### src/rtl/output_port_arbiter.sv
// -----------------------------------------------------------------------------
// output_port_arbiter
//
// One instance sits on each router output port. The five per-input routing
// units each raise a request bit toward this port. The arbiter grants one
// request per cycle in round-robin order, captures the winning flit into a
// small FIFO buffer, and drains that buffer into the downstream input FIFO
// while the downstream FIFO is not full.
//
// Ports
//   clk       rising-edge clock
//   rst       synchronous reset, active-high
//   req       req[i] is input i's request for this output port
//   data_in   flit of input i on bits [i*WIDTH +: WIDTH]
//   grant     one-hot grant to the winning input, valid in the same cycle
//   data_out  head-of-buffer flit
//   wr_en     write strobe into the downstream FIFO
//   dst_full  downstream FIFO full
//   count     buffer occupancy, for debug
//
// Handshakes
//   Upstream: req is a level request. A flit transfers at the clock edge
//   where grant[i]=1. An input that gets no grant keeps req high and tries
//   again later without losing its place in the rotation.
//   Downstream: wr_en acts as valid and !dst_full acts as ready. wr_en is
//   already gated by dst_full, so every cycle with wr_en=1 is a completed
//   write of data_out.
// -----------------------------------------------------------------------------
module output_port_arbiter #(
  parameter int WIDTH = 12,
  parameter int NPORT = 5,
  parameter int DEPTH = 2
) (
  input  logic                       clk,
  input  logic                       rst,
  input  logic [NPORT-1:0]           req,
  input  logic [NPORT*WIDTH-1:0]     data_in,
  output logic [NPORT-1:0]           grant,
  output logic [WIDTH-1:0]           data_out,
  output logic                       wr_en,
  input  logic                       dst_full,
  output logic [$clog2(DEPTH+1)-1:0] count
);

  localparam int PW = (NPORT > 1) ? $clog2(NPORT) : 1;
  localparam int AW = $clog2(DEPTH);
  localparam int CW = $clog2(DEPTH + 1);

  // Round-robin pointer: the input that is scanned first.
  logic [PW-1:0]    ptr;
  // Buffer storage and its indices.
  logic [WIDTH-1:0] mem [DEPTH];
  logic [AW-1:0]    wr_idx;
  logic [AW-1:0]    rd_idx;
  logic [CW-1:0]    count_q;

  logic             space;
  logic             push;
  logic             pop;
  logic             found;
  logic [PW-1:0]    win_idx;
  logic [NPORT-1:0] grant_c;

  // Space is based on the registered count only. A pop in the same cycle
  // does not free a slot, which keeps dst_full off the grant path.
  assign space = (count_q < CW'(DEPTH));

  // Round-robin scan starting at ptr and wrapping modulo NPORT.
  always_comb begin : rr_scan
    int idx;
    grant_c = '0;
    win_idx = '0;
    found   = 1'b0;
    idx     = 0;
    if (space) begin
      for (int k = 0; k < NPORT; k++) begin
        idx = int'(ptr) + k;
        if (idx >= NPORT) idx = idx - NPORT;
        if (!found && req[idx]) begin
          found        = 1'b1;
          win_idx      = PW'(idx);
          grant_c[idx] = 1'b1;
        end
      end
    end
  end

  assign grant    = grant_c;
  assign push     = found;
  assign pop      = (count_q != '0) && !dst_full;
  assign wr_en    = pop;
  assign data_out = mem[rd_idx];
  assign count    = count_q;

  // Pointer, indices and occupancy.
  always_ff @(posedge clk) begin
    if (rst) begin
      ptr     <= '0;
      wr_idx  <= '0;
      rd_idx  <= '0;
      count_q <= '0;
    end else begin
      if (push) begin
        // The input after the winner gets first look next time.
        ptr    <= (win_idx == PW'(NPORT - 1)) ? '0 : win_idx + PW'(1);
        wr_idx <= (wr_idx == AW'(DEPTH - 1)) ? '0 : wr_idx + AW'(1);
      end
      if (pop) begin
        rd_idx <= (rd_idx == AW'(DEPTH - 1)) ? '0 : rd_idx + AW'(1);
      end
      case ({push, pop})
        2'b10:   count_q <= count_q + CW'(1);
        2'b01:   count_q <= count_q - CW'(1);
        default: count_q <= count_q;
      endcase
    end
  end

  // Flit storage is not reset. Its contents do not matter while the
  // matching count is zero.
  always_ff @(posedge clk) begin
    if (!rst && push) begin
      mem[wr_idx] <= data_in[int'(win_idx)*WIDTH +: WIDTH];
    end
  end

endmodule

### config.mk
export PLATFORM = sky130hd
export DESIGN_NAME = output_port_arbiter
export DESIGN_NICKNAME = d
export VERILOG_FILES = /design/src/rtl/output_port_arbiter.sv
export SDC_FILE = /design/constraint.sdc
export NUM_CORES = 1
export LEC_CHECK = 0
export CELL_PAD_IN_SITES_DETAIL_PLACEMENT = 1
export CELL_PAD_IN_SITES_GLOBAL_PLACEMENT = 1
export CORE_ASPECT_RATIO = 1.75
export CORE_MARGIN = 3
export CORE_UTILIZATION = 38
export CTS_BUF_LIST = sky130_fd_sc_hd__clkbuf_16
export CTS_CLUSTER_DIAMETER = 100
export DETAILED_ROUTE_END_ITERATION = 8
export GPL_ROUTABILITY_DRIVEN = 0
export PLACE_DENSITY = 0.84
export SETUP_SLACK_MARGIN = 0.4
export SYNTH_ARGS = -nofsm -noshare
export SYNTH_HDL_FRONTEND = slang
export SYNTH_SLANG_ARGS = --single-unit
### constraint.sdc
create_clock -name clk -period 4.83 [get_ports clk]
set_input_delay 0.966 -clock clk [delete_from_list [all_inputs] [get_ports clk]]
set_output_delay 0.966 -clock clk [all_outputs]
set_load 0.01 [all_outputs]
* Word-level counts from Yosys, hierarchy flattened
Memory sizes are Yosys's and may differ from the RTL's. A register that Yosys moved wholly into a read port is not among the register bits. Cells that the tools add are included.
Storage, ports and cells: flip-flop bits (word level) 7, memory bits (writable) 24, input port bits 68, word-level logic and storage cells 132, memories kept 1
Memories:
- mem | depth 2, bits a word 12, rd ports 1, clocked after memory_dff 1, wr ports 1, RTL line 52 | logic [WIDTH-1:0] mem [DEPTH];
Operators by class: add/subtract/negate cells 14, multiply operators 1, $lt $le $gt $ge 16, equal/unequal tests 3, shifts and indexed selects 1, multiplexer cells 69, bitwise gates (word level) 4, reduce and logical (&&, ||, !) cells 19
Operator list (count):
- 32-bit 2-to-1 mux | 10
- 32-bit by 1-bit greater-or-equal comparator with 1-bit output (second input constant) | 5
- 32-bit by 5-bit less-than comparator with 1-bit output (second input constant) | 5
- 60-bit by 8-bit indexed part select with 12-bit output | 1
- 5-bit 2-to-1 mux | 10
- 1-bit 2-to-1 mux | 31
- 3-bit 2-to-1 mux | 7
- 5-bit bitwise OR | 4
- 4-bit by 3-bit subtractor with 5-bit output (second input constant) | 4
- 4-bit by 3-bit greater-or-equal comparator with 1-bit output (second input constant) | 4
- 1-bit binary-select mux with 3-bit select | 5
- 1-bit demux with 3-bit select | 5
- 1-bit logical AND | 11
- 3-bit by 2-bit adder with 4-bit output (second input constant) | 2
- 1-bit zero test | 6
- 3-bit by 2-bit multiplier with 5-bit output (second input constant) | 1
- 3-bit by 1-bit adder with 4-bit output (second input constant) | 1
- 3-bit by 3-bit adder with 4-bit output (second input constant) | 1
- 2-bit one-hot mux with 2 select lines | 1
- 2-bit nonzero test | 2
- 3-bit by 3-bit subtractor with 4-bit output (second input constant) | 1
- 3-bit by 1-bit adder with 3-bit output (second input constant) | 1
- 3-bit == test (second input constant) | 1
- 3-bit greater-or-equal comparator (second input constant) | 1
- other kinds (6) | 7

* Logic depth before layout (Yosys ltp)
word-level depth 27, gate-level depth with buffers 21, mapped depth without buffers 15

* Least setup slack after synthesis
No wires, ideal clock.
path kind register to register, from register ptr[1], to memory mem[1][0], enable pin, setup time 399 ps, data arrival time 4025 ps, required time 4431 ps, setup slack 406 ps, stages on the path, launching flop included 12, path buffers 2, clock period less this slack 4424 ps, cells stage by stage dfxtp_1 clkbuf_1 inv_1 ha_1 or2_2 a211oi_1 nor2_1 o32ai_1 a211oi_4 a31o_2 clkbuf_1 nor3b_1
Between the ends: cells in the longest elaborated chain, start to end 27, elaborated cells between the ends (all ways) 60, classes of those cells 9 x add/sub; 5 x order compare; 37 x mux; 9 x reduce/logical
RTL lines:
- from (decl) | RTL line 50 | logic [PW-1:0] ptr;
- from (signal assigned) | RTL line 105 | ptr <= (win_idx == PW'(NPORT - 1)) ? '0 : win_idx + PW'(1);
- parallel branches: the longest is 22 deep, another holds 4-bit by 3-bit subtractor with 5-bit output
- 1-bit 2-to-1 mux (*) | RTL line 79 | if (!found && req[idx]) begin
- 1-bit 2-to-1 mux (*) | RTL line 75 | if (space) begin
- 1-bit logical AND (*) | RTL line 122 | if (!rst && push) begin
- 1-bit 2-to-1 mux (*) | RTL line 122
- 1-bit 2-to-1 mux (implied by the code) (*) | RTL line 123 | mem[wr_idx] <= data_in[int'(win_idx)*WIDTH +: WIDTH];
- to (decl) | RTL line 52
Every way passes the cells marked *. The select of a mux whose other input is x is not followed.

* Worst setup path after layout
from register ptr[1], to output port grant[0]
Between the ends: cells in the longest elaborated chain, start to end 24, elaborated cells between the ends (all ways) 94, classes of those cells 9 x add/sub; 15 x order compare; 53 x mux; 4 x bitwise; 13 x reduce/logical
RTL lines:
- parallel branches: the longest is 22 deep, another holds 32-bit by 1-bit greater-or-equal comparator with 1-bit output
- 5-bit 2-to-1 mux (*) | RTL line 79
- 5-bit 2-to-1 mux (*) | RTL line 75
- to (decl) | RTL line 38 | output logic [NPORT-1:0] grant,
Marks and branches as above.

==> flow_summary.json <==
{
  "diodes": 0,
  "cp-start-kind": "register",
  "die-area_um2": 11100,
  "drive_gt1_share_pct": 27.5,
  "crit_slowest_cell": "a21oi_1",
  "wl_met2_um": 9400,
  "maxSlewViolCount": 0,
  "pre_cts_slack_ns": -0.429,
  "met3_length_um": 1440,
  "ys_top_cells_by_area": "edfxtp_1, mux2_2, ha_1",
  "ant_nets": 0,
  "cts_buffers": 5,
  "critPathCaptureType": "output pin",
  "ioPinCount": 88,
  "path_cells": "buf_6 > ha_4 > buf_4 > nand2b_1 > a21oi_1 > o32ai_4 > o22ai_2 > buf_4 > nand2_1 > o2111ai_2 > nor2b_2 > buf_4 > a311oi_1 > a31oi_1 > buf_2",
  "synth_edf_count": 24,
  "slew_headroom_pct": 12.7,
  "setup_viol": 0,
  "synth_compound_area_share_pct": 34.9,
  "ys_seq_elements": 32,
  "clk_pin_slew_worst_paths_ns": 0.06,
  "grt_pass1_vias": 4913,
  "synth_area_um2": 3750,
  "top_layer_used": "met4",
  "cts_root_buf": "clkbuf_16",
  "maxCapViolCount": 0,
  "dpl.hpwl_um": 12700,
  "yosysTopAreaCell": "edfxtp_1",
  "cp_max_fo": 14,
  "area_growth_pct": 48.8,
  "num_rows": 47,
  "fin_crit_ns": 4.52,
  "path_common_cell": "buf_4",
  "hold_buffers": 0,
  "rsz0062_at_grt": "yes",
  "synth-async-reset-ratio_pct": 0,
  "finalHoldViolCount": 0,
  "viasPerCell": 6.46,
  "synth_top_family_by_area": "compound AO/OA/AOI/OAI gates",
  "cpPeakStageDelay_ns": 0.50,
  "status": "finished, final reports clean",
  "synth_cell_types": 68,
  "fin_crit_sh_pct": 93.7,
  "synth_commonest_cells": "inv_1, nand2_1, clkbuf_1, nor2_1, edfxtp_1",
  "fin_util_pct": 58.5,
  "start_util_pct": 39.3,
  "setup_tns_ns": 0,
  "cts_tree": "built",
  "cts_max_level": 2,
  "core_area_um2": 9530,
  "clk-insertion-delay-late_ns": 0.29,
  "port_buffers": 87,
  "grt.overflow.total": 0,
  "fin_cells": 700,
  "cp.arrival_ns": 3.56,
  "ys.flop_type": "edfxtp_1",
  "fillers": 1115,
  "seq_area_um2": 886,
  "antenna_found_initial": 0,
  "tightest_slew_ns": 1.31,
  "synth_mux_area_share_pct": 8.05,
  "die_w_um": 81.1,
  "multiInputGateArea_um2": 2860,
  "die_h_um": 137,
  "grt_pass1_wl_um": 26800,
  "clockBufferDepth": 2,
  "num_vias": 4521,
  "yosys.area.top_type_share_pct": 19.2,
  "synth_seq_area_share_pct": 23.5,
  "synthCells": 457,
  "skew_ns": 0.0107,
  "fmax_ghz": 0.221,
  "drc": 0,
  "synth_fp_nets": 540,
  "wire_per_inst_um": 26.4,
  "worst_slack_ns": 0.305,
  "yosys_warnings": 0,
  "required_ns": 3.86,
  "synthSimpleGateAreaFrac_pct": 17.2,
  "synthAdderAreaFrac_pct": 5.21,
  "synth_xor_area_share_pct": 2.57,
  "place_inst": 682,
  "crit_type": "register to output pin",
  "yosys.cell_count.top_type": "inv_1",
  "totalWireLength_um": 18500,
  "track_usage_pct": 32.6,
  "syn_area_per_cell_um2": 8.20,
  "num-nets-final": 660,
  "drtIter0Drc": 344,
  "firstDrtPassIters": 5,
  "grt_max_degree": 32,
  "hold_class": "register to register",
  "cts.sinks": 32,
  "wl_met1_um": 5840
}
## area by class of cell
cell class                 instances  share of cell area (%)
clock inverter                     3                   0.763
multi-input combinational        350                    51.3
inverter                          36                    2.47
clock buffer                       5                    2.24
tap                              122                    2.74
timing repair buffer             152                    24.6
sequential                        32                    15.9
## path summary, 6_finish.rpt
kind / from / endpoint / slack [ns] / depth (start not counted)
setup / recovery: ptr[1] / grant[0] / 0.31 / 15
setup reg to reg: ptr[1] / mem[0][10] / 0.44 / 16
hold / removal: rd_idx / register / 0.62 / 2
hold reg to reg: rd_idx / register / 0.62 / 2
## critical path: cells and delay by family, from the launching register on
| family | cells | cell delay (ns) |
|---|---|---|
| and+or+nand+nor | 3 | 0.38 |
| AOI/OAI and AO/OA | 6 | 1.48 |
| adders and majority gates | 1 | 0.17 |
| buffers and inverters | 5 | 0.88 |
| DFF | 1 | 0.35 |
## metal layers
metal	vias to the layer above	global-route usage (%)
li1	1977	-
met1	2149	30.1
met2	280	56.7
met3	115	9.10
met4	0	28.3
met5	-	0
## registers in the layout, summed over array words and instances, names as in the netlist, named ones only
signal  count
ptr         3
count       2
mem        24
rd_idx      1
wr_idx      1
## placed cells by master (no fill, tap or decap), types with 4 or more instances in the layout
cell type / count
ha_1: 6
a31o_1: 12
and3_1: 7
edfxtp_1: 24
a31oi_1: 8
buf_6: 5
mux4_2: 4
dlygate4sd2_1: 4
buf_4: 58
buf_2: 5
nand2_1: 23
dfxtp_1: 6
mux2_2: 17
o211ai_1: 16
xnor2_1: 7
clkbuf_16: 5
nand3_1: 9
a21oi_1: 19
or2_2: 4
inv_1: 32
ha_2: 4
a211oi_1: 14
clkdlybuf4s50_1: 77
o21a_1: 14
nor3_1: 15
ha_4: 4
o21ai_0: 21
nand2b_1: 10
nor2_1: 22
a211o_1: 14
## cell families after synthesis
| group | Yosys count |
|---|---|
| muxes | 23 |
| AOI/OAI and AO/OA | 175 |
| DFF | 32 |
| xor gates and xnor gates | 11 |
| and+or+nand+nor | 126 |
| adders and majority gates | 15 |
| buffers and inverters | 75 |
## repair_timing
item / 4_1_cts / 5_1_grt
gates resized for setup: 65 / 34
endpoints found under the setup margin: 5 / 30
pin swaps: 13 / 10
buffers inserted: 6 / 4
## metrics by stage
step           hold slack [ns]  cell area, um2
2_1_floorplan            0.481            3750
3_3_place_gp             0.495            5010
3_5_place_dp             0.535            5010
4_1_cts                  0.566            5380
5_1_grt                  0.635            5580
6_report                 0.622            5580
Power is not shown: default switching activity piles up to over one toggle a cycle in this logic, so the estimate is an artifact.
